--- config.mk ---
export PLATFORM = sky130hd
export DESIGN_NAME = mem_port_master_flat
export DESIGN_NICKNAME = d
export VERILOG_FILES = /design/src/rtl/mem_port_pkg.sv /design/src/rtl/mem_port_if.sv /design/src/rtl/mem_port_arb.sv /design/src/rtl/mem_port_master.sv /design/src/flat_wrapper.sv
export SDC_FILE = /design/constraint.sdc
export NUM_CORES = 1
export LEC_CHECK = 0
export ABC_AREA = 0
export CAP_MARGIN = 10
export CORE_UTILIZATION = 32
export CTS_BUF_LIST = sky130_fd_sc_hd__clkbuf_8
export DETAILED_ROUTE_END_ITERATION = 12
export DONT_BUFFER_PORTS = 1
export GPL_TIMING_DRIVEN = 0
export PLACE_DENSITY = 0.43
export SYNTH_ARGS = -nofsm -noshare
export SYNTH_HDL_FRONTEND = slang
export SYNTH_HIERARCHICAL = 1
export SYNTH_SLANG_ARGS = --single-unit
--- constraint.sdc ---
create_clock -name clk -period 2.95 [get_ports clk]
set_input_delay 0.1475 -clock clk [delete_from_list [all_inputs] [get_ports clk]]
set_output_delay 0.1475 -clock clk [all_outputs]
set_load 0.005 [all_outputs]
--- src/rtl/mem_port_pkg.sv ---
// Shared definitions for the unified I/D RAM initiator.
//   MEM_ADDR_W / MEM_DATA_W : RAM geometry (8192 x 32)
//   own_e                   : which requester owns a pipeline slot
//   slot_t                  : per-stage bookkeeping carried alongside the valid bit
//   addr_err()              : byte-address legality check
package mem_port_pkg;
   localparam int MEM_ADDR_W = 13;
   localparam int MEM_DATA_W = 32;

   typedef enum logic {OWN_I = 1'b0, OWN_D = 1'b1} own_e;

   typedef struct packed {
      own_e own;
      logic we;
      logic err;
   } slot_t;

   // Illegal when not word aligned or when any bit above the RAM word range is set.
   function automatic logic addr_err(input logic [31:0] a, input int aw);
      return (a[1:0] != 2'b00) || ((a >> (aw + 2)) != 32'd0);
   endfunction
endpackage

--- src/rtl/mem_port_if.sv ---
// Bus bundle between the core ports, the initiator and the RAM.
//   i_*   : instruction fetch request / grant / response
//   d_*   : load/store request / grant / response
//   mem_* : RAM W_En, Addr, D_In, D_Out
// master = mem_port_master view, slave = core + RAM view.
interface mem_port_if
   import mem_port_pkg::*;
#(
   parameter int ADDR_W = MEM_ADDR_W,
   parameter int DATA_W = MEM_DATA_W
);
   logic              i_req;
   logic [31:0]       i_addr;
   logic              i_gnt;
   logic              i_rsp_valid;
   logic [DATA_W-1:0] i_rsp_data;
   logic              i_rsp_err;
   logic              d_req;
   logic              d_we;
   logic [31:0]       d_addr;
   logic [DATA_W-1:0] d_wdata;
   logic              d_gnt;
   logic              d_rsp_valid;
   logic [DATA_W-1:0] d_rsp_data;
   logic              d_rsp_err;
   logic              mem_we;
   logic [ADDR_W-1:0] mem_addr;
   logic [DATA_W-1:0] mem_din;
   logic [DATA_W-1:0] mem_dout;

   modport master (
      input  i_req, i_addr, d_req, d_we, d_addr, d_wdata, mem_dout,
      output i_gnt, i_rsp_valid, i_rsp_data, i_rsp_err,
             d_gnt, d_rsp_valid, d_rsp_data, d_rsp_err,
             mem_we, mem_addr, mem_din
   );

   modport slave (
      output i_req, i_addr, d_req, d_we, d_addr, d_wdata, mem_dout,
      input  i_gnt, i_rsp_valid, i_rsp_data, i_rsp_err,
             d_gnt, d_rsp_valid, d_rsp_data, d_rsp_err,
             mem_we, mem_addr, mem_din
   );
endinterface

--- src/rtl/mem_port_arb.sv ---
// Fetch vs load/store arbiter.
//   clk, rst_n     : clock, async active-low reset
//   i_req, d_req   : requests
//   i_gnt, d_gnt   : combinational one-hot (or zero) grants
// Data wins contention until STARVE_MAX consecutive data grants have been
// given to a waiting fetch; the next contended cycle then goes to the fetch.
module mem_port_arb #(
   parameter int STARVE_MAX = 4
) (
   input  logic clk,
   input  logic rst_n,
   input  logic i_req,
   input  logic d_req,
   output logic i_gnt,
   output logic d_gnt
);
   localparam int CW = $clog2(STARVE_MAX + 1);
   localparam logic [CW-1:0] CMAX = CW'(STARVE_MAX);

   logic [CW-1:0] starve_cnt;

   assign i_gnt = i_req & (~d_req | (starve_cnt == CMAX));
   assign d_gnt = d_req & ~i_gnt;

   always_ff @(posedge clk or negedge rst_n) begin
      if (!rst_n) begin
         starve_cnt <= '0;
      end else if (!i_req || i_gnt) begin
         starve_cnt <= '0;
      end else if (d_gnt && starve_cnt != CMAX) begin
         starve_cnt <= starve_cnt + 1'b1;
      end
   end
endmodule

--- src/rtl/mem_port_master.sv ---
// Initiator for the single-port unified I/D RAM (one-cycle synchronous read).
//   clk, rst_n : clock, async active-low reset
//   bus        : mem_port_if.master -- fetch port, load/store port, RAM pins
// Two-stage pipeline: grant in C0, mem_* registered at E1 (issue stage),
// response stage loads at E2 while the RAM presents D_Out, response in C2.
// One access per cycle, fixed 2-cycle latency.
module mem_port_master
   import mem_port_pkg::*;
#(
   parameter int ADDR_W     = MEM_ADDR_W,
   parameter int DATA_W     = MEM_DATA_W,
   parameter int STARVE_MAX = 4
) (
   input logic       clk,
   input logic       rst_n,
   mem_port_if.master bus
);
   localparam int STAGES = 1;   // [0] issue, [1] response

   logic i_gnt, d_gnt, gnt_any;
   logic [31:0] req_addr;
   logic req_we, req_err;

   logic [STAGES:0] vld_pipe;
   slot_t [STAGES:0] slot_q;

   logic              mem_we_q;
   logic [ADDR_W-1:0] mem_addr_q;
   logic [DATA_W-1:0] mem_din_q;

   mem_port_arb #(.STARVE_MAX(STARVE_MAX)) u_arb (
      .clk   (clk),
      .rst_n (rst_n),
      .i_req (bus.i_req),
      .d_req (bus.d_req),
      .i_gnt (i_gnt),
      .d_gnt (d_gnt)
   );

   assign gnt_any  = i_gnt | d_gnt;
   assign req_addr = d_gnt ? bus.d_addr : bus.i_addr;
   assign req_we   = d_gnt & bus.d_we;
   assign req_err  = addr_err(req_addr, ADDR_W);

   always_ff @(posedge clk or negedge rst_n) begin
      if (!rst_n) begin
         vld_pipe   <= '0;
         slot_q     <= '0;
         mem_we_q   <= 1'b0;
         mem_addr_q <= '0;
         mem_din_q  <= '0;
      end else begin
         vld_pipe      <= {vld_pipe[STAGES-1:0], gnt_any};
         slot_q[0]     <= '{own: (d_gnt ? OWN_D : OWN_I), we: req_we, err: req_err};
         slot_q[1]     <= slot_q[0];
         // A faulting access still occupies its slot but never touches the RAM.
         mem_we_q      <= gnt_any & req_we & ~req_err;
         if (gnt_any && !req_err)
            mem_addr_q <= req_addr[ADDR_W+1:2];
         if (gnt_any && req_we && !req_err)
            mem_din_q  <= bus.d_wdata;
      end
   end

   // D_Out is only meaningful for read slots: the RAM leaves it stale on writes.
   logic rsp_rd_ok;
   assign rsp_rd_ok = vld_pipe[1] & ~slot_q[1].we & ~slot_q[1].err;

   assign bus.i_gnt       = i_gnt;
   assign bus.d_gnt       = d_gnt;
   assign bus.mem_we      = mem_we_q;
   assign bus.mem_addr    = mem_addr_q;
   assign bus.mem_din     = mem_din_q;

   assign bus.i_rsp_valid = vld_pipe[1] & (slot_q[1].own == OWN_I);
   assign bus.d_rsp_valid = vld_pipe[1] & (slot_q[1].own == OWN_D);
   assign bus.i_rsp_err   = bus.i_rsp_valid & slot_q[1].err;
   assign bus.d_rsp_err   = bus.d_rsp_valid & slot_q[1].err;
   assign bus.i_rsp_data  = (rsp_rd_ok && slot_q[1].own == OWN_I) ? bus.mem_dout : '0;
   assign bus.d_rsp_data  = (rsp_rd_ok && slot_q[1].own == OWN_D) ? bus.mem_dout : '0;
endmodule

--- src/flat_wrapper.sv ---
// flat-port wrapper written by rule: the top's interface ports become plain ports
module mem_port_master_flat import mem_port_pkg::*;
#(
   parameter int ADDR_W     = MEM_ADDR_W,
   parameter int DATA_W     = MEM_DATA_W,
   parameter int STARVE_MAX = 4
)
  (clk, rst_n, bus_i_req, bus_i_addr, bus_d_req, bus_d_we, bus_d_addr, bus_d_wdata, bus_mem_dout, bus_i_gnt, bus_i_rsp_valid, bus_i_rsp_data, bus_i_rsp_err, bus_d_gnt, bus_d_rsp_valid, bus_d_rsp_data, bus_d_rsp_err, bus_mem_we, bus_mem_addr, bus_mem_din);
  mem_port_if #(.ADDR_W(ADDR_W), .DATA_W(DATA_W)) bus_i ();
  input logic clk;
  input logic rst_n;
  input wire logic [$bits(bus_i.i_req)-1:0] bus_i_req;
  input wire logic [$bits(bus_i.i_addr)-1:0] bus_i_addr;
  input wire logic [$bits(bus_i.d_req)-1:0] bus_d_req;
  input wire logic [$bits(bus_i.d_we)-1:0] bus_d_we;
  input wire logic [$bits(bus_i.d_addr)-1:0] bus_d_addr;
  input wire logic [$bits(bus_i.d_wdata)-1:0] bus_d_wdata;
  input wire logic [$bits(bus_i.mem_dout)-1:0] bus_mem_dout;
  output wire logic [$bits(bus_i.i_gnt)-1:0] bus_i_gnt;
  output wire logic [$bits(bus_i.i_rsp_valid)-1:0] bus_i_rsp_valid;
  output wire logic [$bits(bus_i.i_rsp_data)-1:0] bus_i_rsp_data;
  output wire logic [$bits(bus_i.i_rsp_err)-1:0] bus_i_rsp_err;
  output wire logic [$bits(bus_i.d_gnt)-1:0] bus_d_gnt;
  output wire logic [$bits(bus_i.d_rsp_valid)-1:0] bus_d_rsp_valid;
  output wire logic [$bits(bus_i.d_rsp_data)-1:0] bus_d_rsp_data;
  output wire logic [$bits(bus_i.d_rsp_err)-1:0] bus_d_rsp_err;
  output wire logic [$bits(bus_i.mem_we)-1:0] bus_mem_we;
  output wire logic [$bits(bus_i.mem_addr)-1:0] bus_mem_addr;
  output wire logic [$bits(bus_i.mem_din)-1:0] bus_mem_din;
  assign bus_i.i_req = bus_i_req;
  assign bus_i.i_addr = bus_i_addr;
  assign bus_i.d_req = bus_d_req;
  assign bus_i.d_we = bus_d_we;
  assign bus_i.d_addr = bus_d_addr;
  assign bus_i.d_wdata = bus_d_wdata;
  assign bus_i.mem_dout = bus_mem_dout;
  assign bus_i_gnt = bus_i.i_gnt;
  assign bus_i_rsp_valid = bus_i.i_rsp_valid;
  assign bus_i_rsp_data = bus_i.i_rsp_data;
  assign bus_i_rsp_err = bus_i.i_rsp_err;
  assign bus_d_gnt = bus_i.d_gnt;
  assign bus_d_rsp_valid = bus_i.d_rsp_valid;
  assign bus_d_rsp_data = bus_i.d_rsp_data;
  assign bus_d_rsp_err = bus_i.d_rsp_err;
  assign bus_mem_we = bus_i.mem_we;
  assign bus_mem_addr = bus_i.mem_addr;
  assign bus_mem_din = bus_i.mem_din;
  mem_port_master #(.ADDR_W(ADDR_W), .DATA_W(DATA_W), .STARVE_MAX(STARVE_MAX)) u_core (.clk(clk), .rst_n(rst_n), .bus(bus_i));
endmodule
==> reports/results.env, run 1 <==
SKEW_NS=0.0105
STD_CELL_ROWS=34
WL_MM=8.39
NUMBER_OF_ANTENNA_VIOLATIONS_AT_THE_FIRST_CHECK_IN_GLOBAL_ROUTING=1
CRITICAL_PATH.MAX_STAGE_DELAY_NS=0.37
COMB_POWER_SHARE=0.064
ARRIVAL_TIME_REPORTED_FOR_THE_CRITICAL_PATH_ENDPOINT_NS=2.81
SYNTH-EDFF-COUNT=0
ROUTABILITYCONGESTION=0.711
CRIT_PATH_MAX_FANOUT=10
PLACE.PORT_BUFFERS=0
ANTENNA_LEFT=0
TRITONCTS.NUM_BUFFERS=9
CRIT_CHAIN='inv_1 -> ha_1 -> a31oi_2 -> buf_2 -> nor3_1 -> a22oi_1 -> a221oi_4 -> buf_4 -> nand2_4 -> buf_6 -> mux2_4'
CRITICAL_PATH_CLASS='reg -> reg'
TIMING.CRITICAL_PATH.FROM_TYPE='flip-flop'
PERIOD_SHARE=0.880
MULTI_INPUT_AREA_UM2=1430
FINAL_MAX_SLEW_VIOL_COUNT=0
DIE_BOUNDARY_WIDTH_UM=98.1
R2R_START='u_core/u_arb/starve_cnt[0]'
TIMING.FMAX_MHz=385
FINAL_LAYOUT_SIZE_SUFFIX_GT1_FRAC=0.205
SHARE_CLK_OF_TOTAL_POWER=0.465
P_LEAK_nW=1.82
HOLD_VIOL_FINAL=0
YOSYSMOSTFREQUENTCELL='sky130_fd_sc_hd__and2_1'
WORST-R2R-SETUP-SLACK_NS=0.36
NETS=438
AREA_GROWTH_PCT=25.8
ENDPOINT_KIND='flip-flop'
NETLIST_INSTANCES=253
DRT_DRC_VIOLATIONS_LEFT=15
HOLDPATHEND='u_core/slot_q[2]'
GR-USAGE-ALL-LAYERS=0.170
GR-TOTAL-OVERFLOW=0
SYNTH_TOP_CELLS_BY_COUNT='66 x sky130_fd_sc_hd__and2_1, 57 x sky130_fd_sc_hd__dfrtp_1, 29 x sky130_fd_sc_hd__mux2_4'
MAXSLEWHEADROOM=0.490
TIMING.HOLD.WORST.START='bus_i_req'
CLOCK_INSERTION_DELAY_WORST_SKEW_NS=0.33
N_FILL_CELL=870
YS.WARNINGS.COUNT=6
NUM_IO_PINS=249
CLOCK_TREE_FROM_TRITONCTS='done'
ROUTE.VIAS.TOTAL=2131
SYNTH_AREA_UM2=2960
VIOLATIONS='design-rule violations'
SWSHARE=0.226
CLOCK_SINK_COUNT=57
FIN_TNS_SETUP_NS=0
P_SWITCHING_uW=380
INTERNAL-POWER_mW=1.30
SYNTHFLOPTYPE='sky130_fd_sc_hd__dfrtp_1'
CELLPOWERDENSITY_nW_PER_UM2=452
OUTCOME='complete, but fails checks'
FLOORPLAN.DIE_AREA_UM2=9620
MAXCAPVIOLATIONS=0
POST-ROUTE-UTIL=0.420
FF2FF_PATH_DEPTH=11
GRT_PASS1_WL_MM=12.3
YS_TOP_CELLS_BY_AREA='sky130_fd_sc_hd__dfrtp_1 48%, sky130_fd_sc_hd__mux2_4 15%, sky130_fd_sc_hd__and2_1 14%'
FINALSETUPVIOLCOUNT=0
AVGROUTEDWIREPERCELL_UM=20.1
SYNTH_AREA_LEADER_CELL='sky130_fd_sc_hd__dfrtp_1'
YS_FF_LATCH=57
WORST_PIN_SLEW_NS=0.755
INITIALDRTVIOLATIONCOUNT=75
MIN_PATH_CELLS=1
SYNTH_SEQ_AREA_SHARE=0.483
CRIT_PATH_TOP_DELAY_CELL='sky130_fd_sc_hd__dfrtp_1'
DR.PASS1.ITERS=11
POST_SYNTH_NUM_CELL_TYPES=31
CLK_ROOT_BUFFER_CELL='sky130_fd_sc_hd__clkbuf_8'
FINALWORSTPATHREQUIREDPERIOD_NS=2.59
MAX-CLOCK-PATH-BUFFERS=2
RSZ0062_AT_GRT='no'
SYNTH.NET_COUNT=388
GRT_MAX_DEGREE=58
SYNTH.TOP_CELL.AREA_SHARE=0.483
CLK_PIN_SLEW_NS=0.07
CORE-AREA_UM2=8850
FLOORPLAN.DIE.HEIGHT_UM=98.1
CRIT_REQUIRED_NS=3.16
DEPTH_OF_THE_CTS_H_TREE=3
WORST_CASE_VDD_IR_DROP_mV=0.231
FIRST_GLOBAL_VIAS=2077
DETAIL_ROUTE.VIAS_PER_CELL=5.10
FLOORPLAN.INITIALDENSITY=0.334
SYNTH-ASYNC-RESET-RATIO=1.00
DETAILED_PLACE_HPWL_MM=6.11
PART_OF_THE_TOTAL_POWER_DISSIPATED_IN_SEQUENTIAL_ELEMENTS=0.471
CRIT-REG2REG-CAPTURE='u_core/bus.mem_din[9]'
HOLD_CLASS='in -> reg'
SEQ_AREA_UM2=1430
SYNTHESIS.AREA_PER_INSTANCE_UM2=11.7
-- worst max-delay path, delay by kind of cell, from the launching register on --
family                   cells  cell delay [ns]
multiplexers                 1             0.32
AO/OA/AOI/OAI                3             0.59
adder cells (fa/ha/maj)      1             0.22
AND/OR/NAND/NOR              2             0.21
flip-flops                   1             0.37
buffers and inverters        4             0.74
-- kinds of logic (layout without fill, tap and decap cells) --
family                   after synthesis  count (layout)  share of synthesized area
AO/OA/AOI/OAI                         31              31                     0.0686
buffers and inverters                 21              76                     0.0351
other                                  0               2                          0
flip-flops                            57              57                      0.483
multiplexers                          45              45                      0.203
AND/OR/NAND/NOR                       97              97                      0.202
adder cells (fa/ha/maj)                2               2                    0.00847
-- placed cells by master, fill, tap and decap left out, types with 2 or more instances in the layout --
master,count
sky130_fd_sc_hd__inv_1,5
sky130_fd_sc_hd__dfrtp_1,57
sky130_fd_sc_hd__diode_2,2
sky130_fd_sc_hd__nor4_1,6
sky130_fd_sc_hd__and2_1,66
sky130_fd_sc_hd__nor3_1,2
sky130_fd_sc_hd__a21oi_1,13
sky130_fd_sc_hd__clkbuf_8,12
sky130_fd_sc_hd__buf_6,3
sky130_fd_sc_hd__dlygate4sd3_1,35
sky130_fd_sc_hd__clkinvlp_4,2
sky130_fd_sc_hd__clkbuf_1,10
sky130_fd_sc_hd__mux2_2,3
sky130_fd_sc_hd__buf_4,3
sky130_fd_sc_hd__nand2_1,4
sky130_fd_sc_hd__mux2_4,29
sky130_fd_sc_hd__ha_1,2
sky130_fd_sc_hd__a31oi_1,13
sky130_fd_sc_hd__mux2i_1,13
sky130_fd_sc_hd__nor4b_1,2
sky130_fd_sc_hd__nand3_1,3
sky130_fd_sc_hd__nor2_1,5
sky130_fd_sc_hd__buf_2,2
-- flip-flops by register name, summed over array words and instances, names as in the netlist --
name	count
u_core/bus.mem_din	32
u_core/slot_q	6
u_core/u_arb/starve_cnt	3
u_core/bus.mem_addr	13
u_core/vld_pipe	2
u_core/bus.mem_we	1
-- layer usage --
metal  global-route usage  wire (um)  vias up
li1                     -          -      973
met1                0.197       3300     1023
met2                0.295       4220      124
met3               0.0594        720       11
met4               0.0548        150        0
met5                    0          0        -
-- power groups by stage --
stage	sequential (mW)	clock [mW]	combinational [mW]
after detailed placement	0.806	0	0.0498
final	0.791	0.781	0.108
after global routing	0.792	0.851	0.119
after CTS	0.791	0.809	0.110
after global placement	0.806	0	0.0495
after floorplan	0.805	0	0.0393
-- stage by stage --
step                hold slack [ns]  total power, mW  area [um2]  worst slack, ns  std cells
finish                       0.0105             1.68        3720            0.355        418
global route                0.00382             1.76        3720            0.151        418
CTS                          0.0127             1.71        3680          0.00748        413
detailed placement           -0.147            0.856        3090           0.0181        361
global placement             -0.147            0.856        3090           0.0243        361
floorplan                    -0.148            0.844        2960            0.493        253
-- worst max path at each step --
stage                                          start               endpoint  slack (ns)
after floorplan           u_core/u_arb/starve_cnt[0]  u_core/bus.mem_din[0]        0.49
after global placement    u_core/u_arb/starve_cnt[0]  u_core/bus.mem_din[1]        0.02
after detailed placement  u_core/u_arb/starve_cnt[0]  u_core/bus.mem_din[4]        0.02
after CTS                 u_core/u_arb/starve_cnt[0]  u_core/bus.mem_din[4]       0.007
after global routing      u_core/u_arb/starve_cnt[0]  u_core/bus.mem_din[7]        0.15
final                     u_core/u_arb/starve_cnt[0]  u_core/bus.mem_din[9]        0.36
-- final cells by class --
type,instances,area share
multi-input cells,175,0.385
flip-flops and latches,57,0.384
repair buffers,39,0.108
clock buffers,12,0.0444
well taps,108,0.0363
plain buffers,16,0.0232
clock inverters,4,0.0135
inverters,5,0.00505
diodes,2,0.00135
-- what timing repair did --
item,4_1_cts,5_1_grt
hold buffers,36,0
buffers inserted,0,3
hold endpoints to repair,93,0
gates resized for setup,0,3
endpoints found under the setup margin,0,39
Note: power is estimated with default switching activity, not from simulation.
==> run 2: changes to the inputs <==
==> constraint.sdc (replaced) <==
create_clock -name clk -period 2.95 [get_ports clk]
set_input_delay 0.59 -clock clk [delete_from_list [all_inputs] [get_ports clk]]
set_output_delay 0.59 -clock clk [all_outputs]
set_load 0.005 [all_outputs]
==> run 2 against run 1 <==
The run still ends with design-rule violations left. Global-route usage decreased by 0.66 points. Critical endpoint is now u_core/bus.mem_din[2]. Critical path type unchanged. Cell area decreased by 9.4%. Hold slack improved by 0.11 ns. Final cell count decreased by 8.4%. Fmax grew 0.18%. Sequential share of layout area is 4.0 points higher. First-iteration DRC count grew 4.0%. Via count decreased by 6.8%. Non-clock buffer count down 35.
==> reports/results.env, run 2 (synthesized netlist as in run 1, its figures left out) <==
OUTCOME='complete, but fails checks'
VIOLATIONS='design-rule violations'
FLOORPLAN.DIE_AREA_UM2=9620  # unchanged
HOLD_VIOL_FINAL=0  # unchanged
P_LEAK_nW=1.68  # -7.9%
AREA_GROWTH_PCT=14.0
PERIOD_SHARE=0.878  # -0.00160
NETS=403  # -8.0%
GRT_MAX_DEGREE=58  # unchanged
DIE_BOUNDARY_WIDTH_UM=98.1  # unchanged
HOLD_CLASS='in -> async'
ANTENNA_LEFT=0  # unchanged
CLOCK_INSERTION_DELAY_WORST_SKEW_NS=0.33  # about the same
RSZ0062_AT_GRT='no'
DEPTH_OF_THE_CTS_H_TREE=3  # unchanged
DETAILED_PLACE_HPWL_MM=6.11  # unchanged
MAXCAPVIOLATIONS=0  # unchanged
SKEW_NS=0.0104  # -0.000174 ns
FINALSETUPVIOLCOUNT=0  # unchanged
MAXSLEWHEADROOM=0.496  # +0.00601
MOSTFREQUENTLAYOUTCELLS='66 x sky130_fd_sc_hd__and2_1, 57 x sky130_fd_sc_hd__dfrtp_1, 29 x sky130_fd_sc_hd__mux2_4'
DR.PASS1.ITERS=10  # -1
CRIT_PATH_MAX_FANOUT=10  # unchanged
ROUTABILITYCONGESTION=0.711  # unchanged
CELLPOWERDENSITY_nW_PER_UM2=487  # +7.8%
FINALWORSTPATHREQUIREDPERIOD_NS=2.59  # -0.00472 ns
FF2FF_PATH_DEPTH=11  # unchanged
CRITICAL_PATH_CLASS='reg -> reg'
ENDPOINT_KIND='flip-flop'
WORST_SETUP_PATH_STARTPOINT='u_core/u_arb/starve_cnt[0]'
HOLD_WS_NS=0.120  # +0.109 ns
TIMING.FMAX_MHz=386  # +0.18%
CLK_ROOT_BUFFER_CELL='sky130_fd_sc_hd__clkbuf_8'
CLK_PIN_SLEW_NS=0.07  # about the same
TOTALPOWERFINAL_mW=1.64  # -2.4%
CLOCK_SINK_COUNT=57  # unchanged
AVGROUTEDWIREPERCELL_UM=21.1  # +5.1%
TIMING.FINAL.WS_SETUP_NS=0.360  # +0.00472 ns
CLOCK_TREE_FROM_TRITONCTS='done'
NUM_IO_PINS=249  # unchanged
WL_MM=8.08  # -3.7%
GR-TOTAL-OVERFLOW=0  # unchanged
LARGEST_REGISTER_FF_COUNT=32  # unchanged
ROUTE.VIAS.TOTAL=1987  # -6.8%
GRT_PASS1_WL_MM=11.7  # -4.6%
FIN_CELLS=383  # -8.4%
FIRST_GLOBAL_VIAS=1942  # -6.5%
FLOORPLAN.INITIALDENSITY=0.334  # unchanged
R2R_START='u_core/u_arb/starve_cnt[0]'
FLOORPLAN.DIE.HEIGHT_UM=98.1  # unchanged
PRECTSSETUPSLACK_NS=0.0181  # unchanged
DETAIL_ROUTE.VIAS_PER_CELL=5.19  # +1.8%
FINAL_LAYOUT_SIZE_SUFFIX_GT1_FRAC=0.231  # +0.0262
MOST_COMMON_CELL_AFTER_LAYOUT_FILL_AND_TAPS_ASIDE='sky130_fd_sc_hd__and2_1'
CRIT_REQUIRED_NS=3.17  # about the same
WORST-R2R-SETUP-SLACK_NS=0.36  # about the same
GR-USAGE-ALL-LAYERS=0.164  # -0.00660
TIMING.CRITICAL_PATH.FROM_TYPE='flip-flop'
WORST_CASE_VDD_IR_DROP_mV=0.230  # -0.47%
TRITONCTS.NUM_BUFFERS=9  # unchanged
CORE-AREA_UM2=8850  # unchanged
NUMBER_OF_ANTENNA_VIOLATIONS_AT_THE_FIRST_CHECK_IN_GLOBAL_ROUTING=1  # unchanged
MAX-CLOCK-PATH-BUFFERS=2  # unchanged
N_FILL_CELL=893  # +2.6%
INITIALDRTVIOLATIONCOUNT=78  # +4.0%
FINAL_MAX_SLEW_VIOL_COUNT=0  # unchanged
FIN_TNS_SETUP_NS=0  # unchanged
WORST_PIN_SLEW_NS=0.746  # -0.00890 ns
ARRIVAL_TIME_REPORTED_FOR_THE_CRITICAL_PATH_ENDPOINT_NS=2.81  # about the same
DRT_DRC_VIOLATIONS_LEFT=17  # +2
PLACED_CELLS_INCL_TAPS=361  # unchanged
PLACE.PORT_BUFFERS=0  # unchanged
STD_CELL_ROWS=34  # unchanged
run 2: cell types whose count changed in the layout (fill, tap and decap cells not counted), sizes merged:
| cell | delta |
|---|---|
| dlygate4sd3 | -35 |
run 2: power by group:
group / internal [mW] / switching, mW
logic: 0.0253 / 0.0439
registers: 0.787 / 0.00388
clock network: 0.458 / 0.323
run 2: timing repair:
| action | 4_1_cts | 5_1_grt |
|---|---|---|
| hold endpoints to repair | 57 | 0 |
| hold buffers | 1 | 0 |
| setup endpoints to repair | 0 | 39 |
| buffers inserted | 0 | 3 |
| resized for setup | 0 | 3 |
run 2: final cells by class:
cell class	instances	area [um2]	share of cell area
diodes	2	5.00	0.00149
flip-flops and latches	57	1430	0.423
clock buffers	12	165	0.0490
clock inverters	4	50.0	0.0149
multi-input cells	175	1430	0.425
well taps	108	135	0.0401
inverters	5	18.8	0.00557
plain buffers	16	86.3	0.0256
repair buffers	4	50.0	0.0149
run 2: per-layer routing:
| layer | vias to the layer above | part of all wire | global-route usage |
|---|---|---|---|
| li1 | 903 | - | - |
| met5 | - | 0 | 0 |
| met2 | 124 | 0.50 | 0.276 |
| met4 | 0 | 0.018 | 0.0536 |
| met3 | 10 | 0.091 | 0.0616 |
| met1 | 950 | 0.39 | 0.192 |
run 2: critical path: stages, from the launching register on:
cell,delay [ns]
sky130_fd_sc_hd__dfrtp_1,0.37
sky130_fd_sc_hd__inv_1,0.05
sky130_fd_sc_hd__ha_1,0.22
sky130_fd_sc_hd__a31oi_2,0.28
sky130_fd_sc_hd__buf_2,0.32
sky130_fd_sc_hd__nor3_1,0.09
sky130_fd_sc_hd__a22oi_1,0.26
sky130_fd_sc_hd__a221oi_4,0.05
sky130_fd_sc_hd__buf_4,0.18
sky130_fd_sc_hd__nand2_4,0.12
sky130_fd_sc_hd__buf_6,0.20
sky130_fd_sc_hd__mux2_4,0.32
run 2: through the flow:
stage                util  instance area, um2
detailed placement  0.349                3090
CTS                 0.377                3330
floorplan               -                2960
global placement    0.349                3090
global route        0.381                3370
finish              0.381                3370
run 2: final timing paths:
kind | endpoint
setup / recovery | u_core/bus.mem_din[2]
hold / removal | u_core/bus.mem_addr[3]
setup reg to reg | u_core/bus.mem_din[2]
hold reg to reg | u_core/slot_q[3]
max in group asynchronous | u_core/bus.mem_din[6]
min in group clk | u_core/slot_q[3]
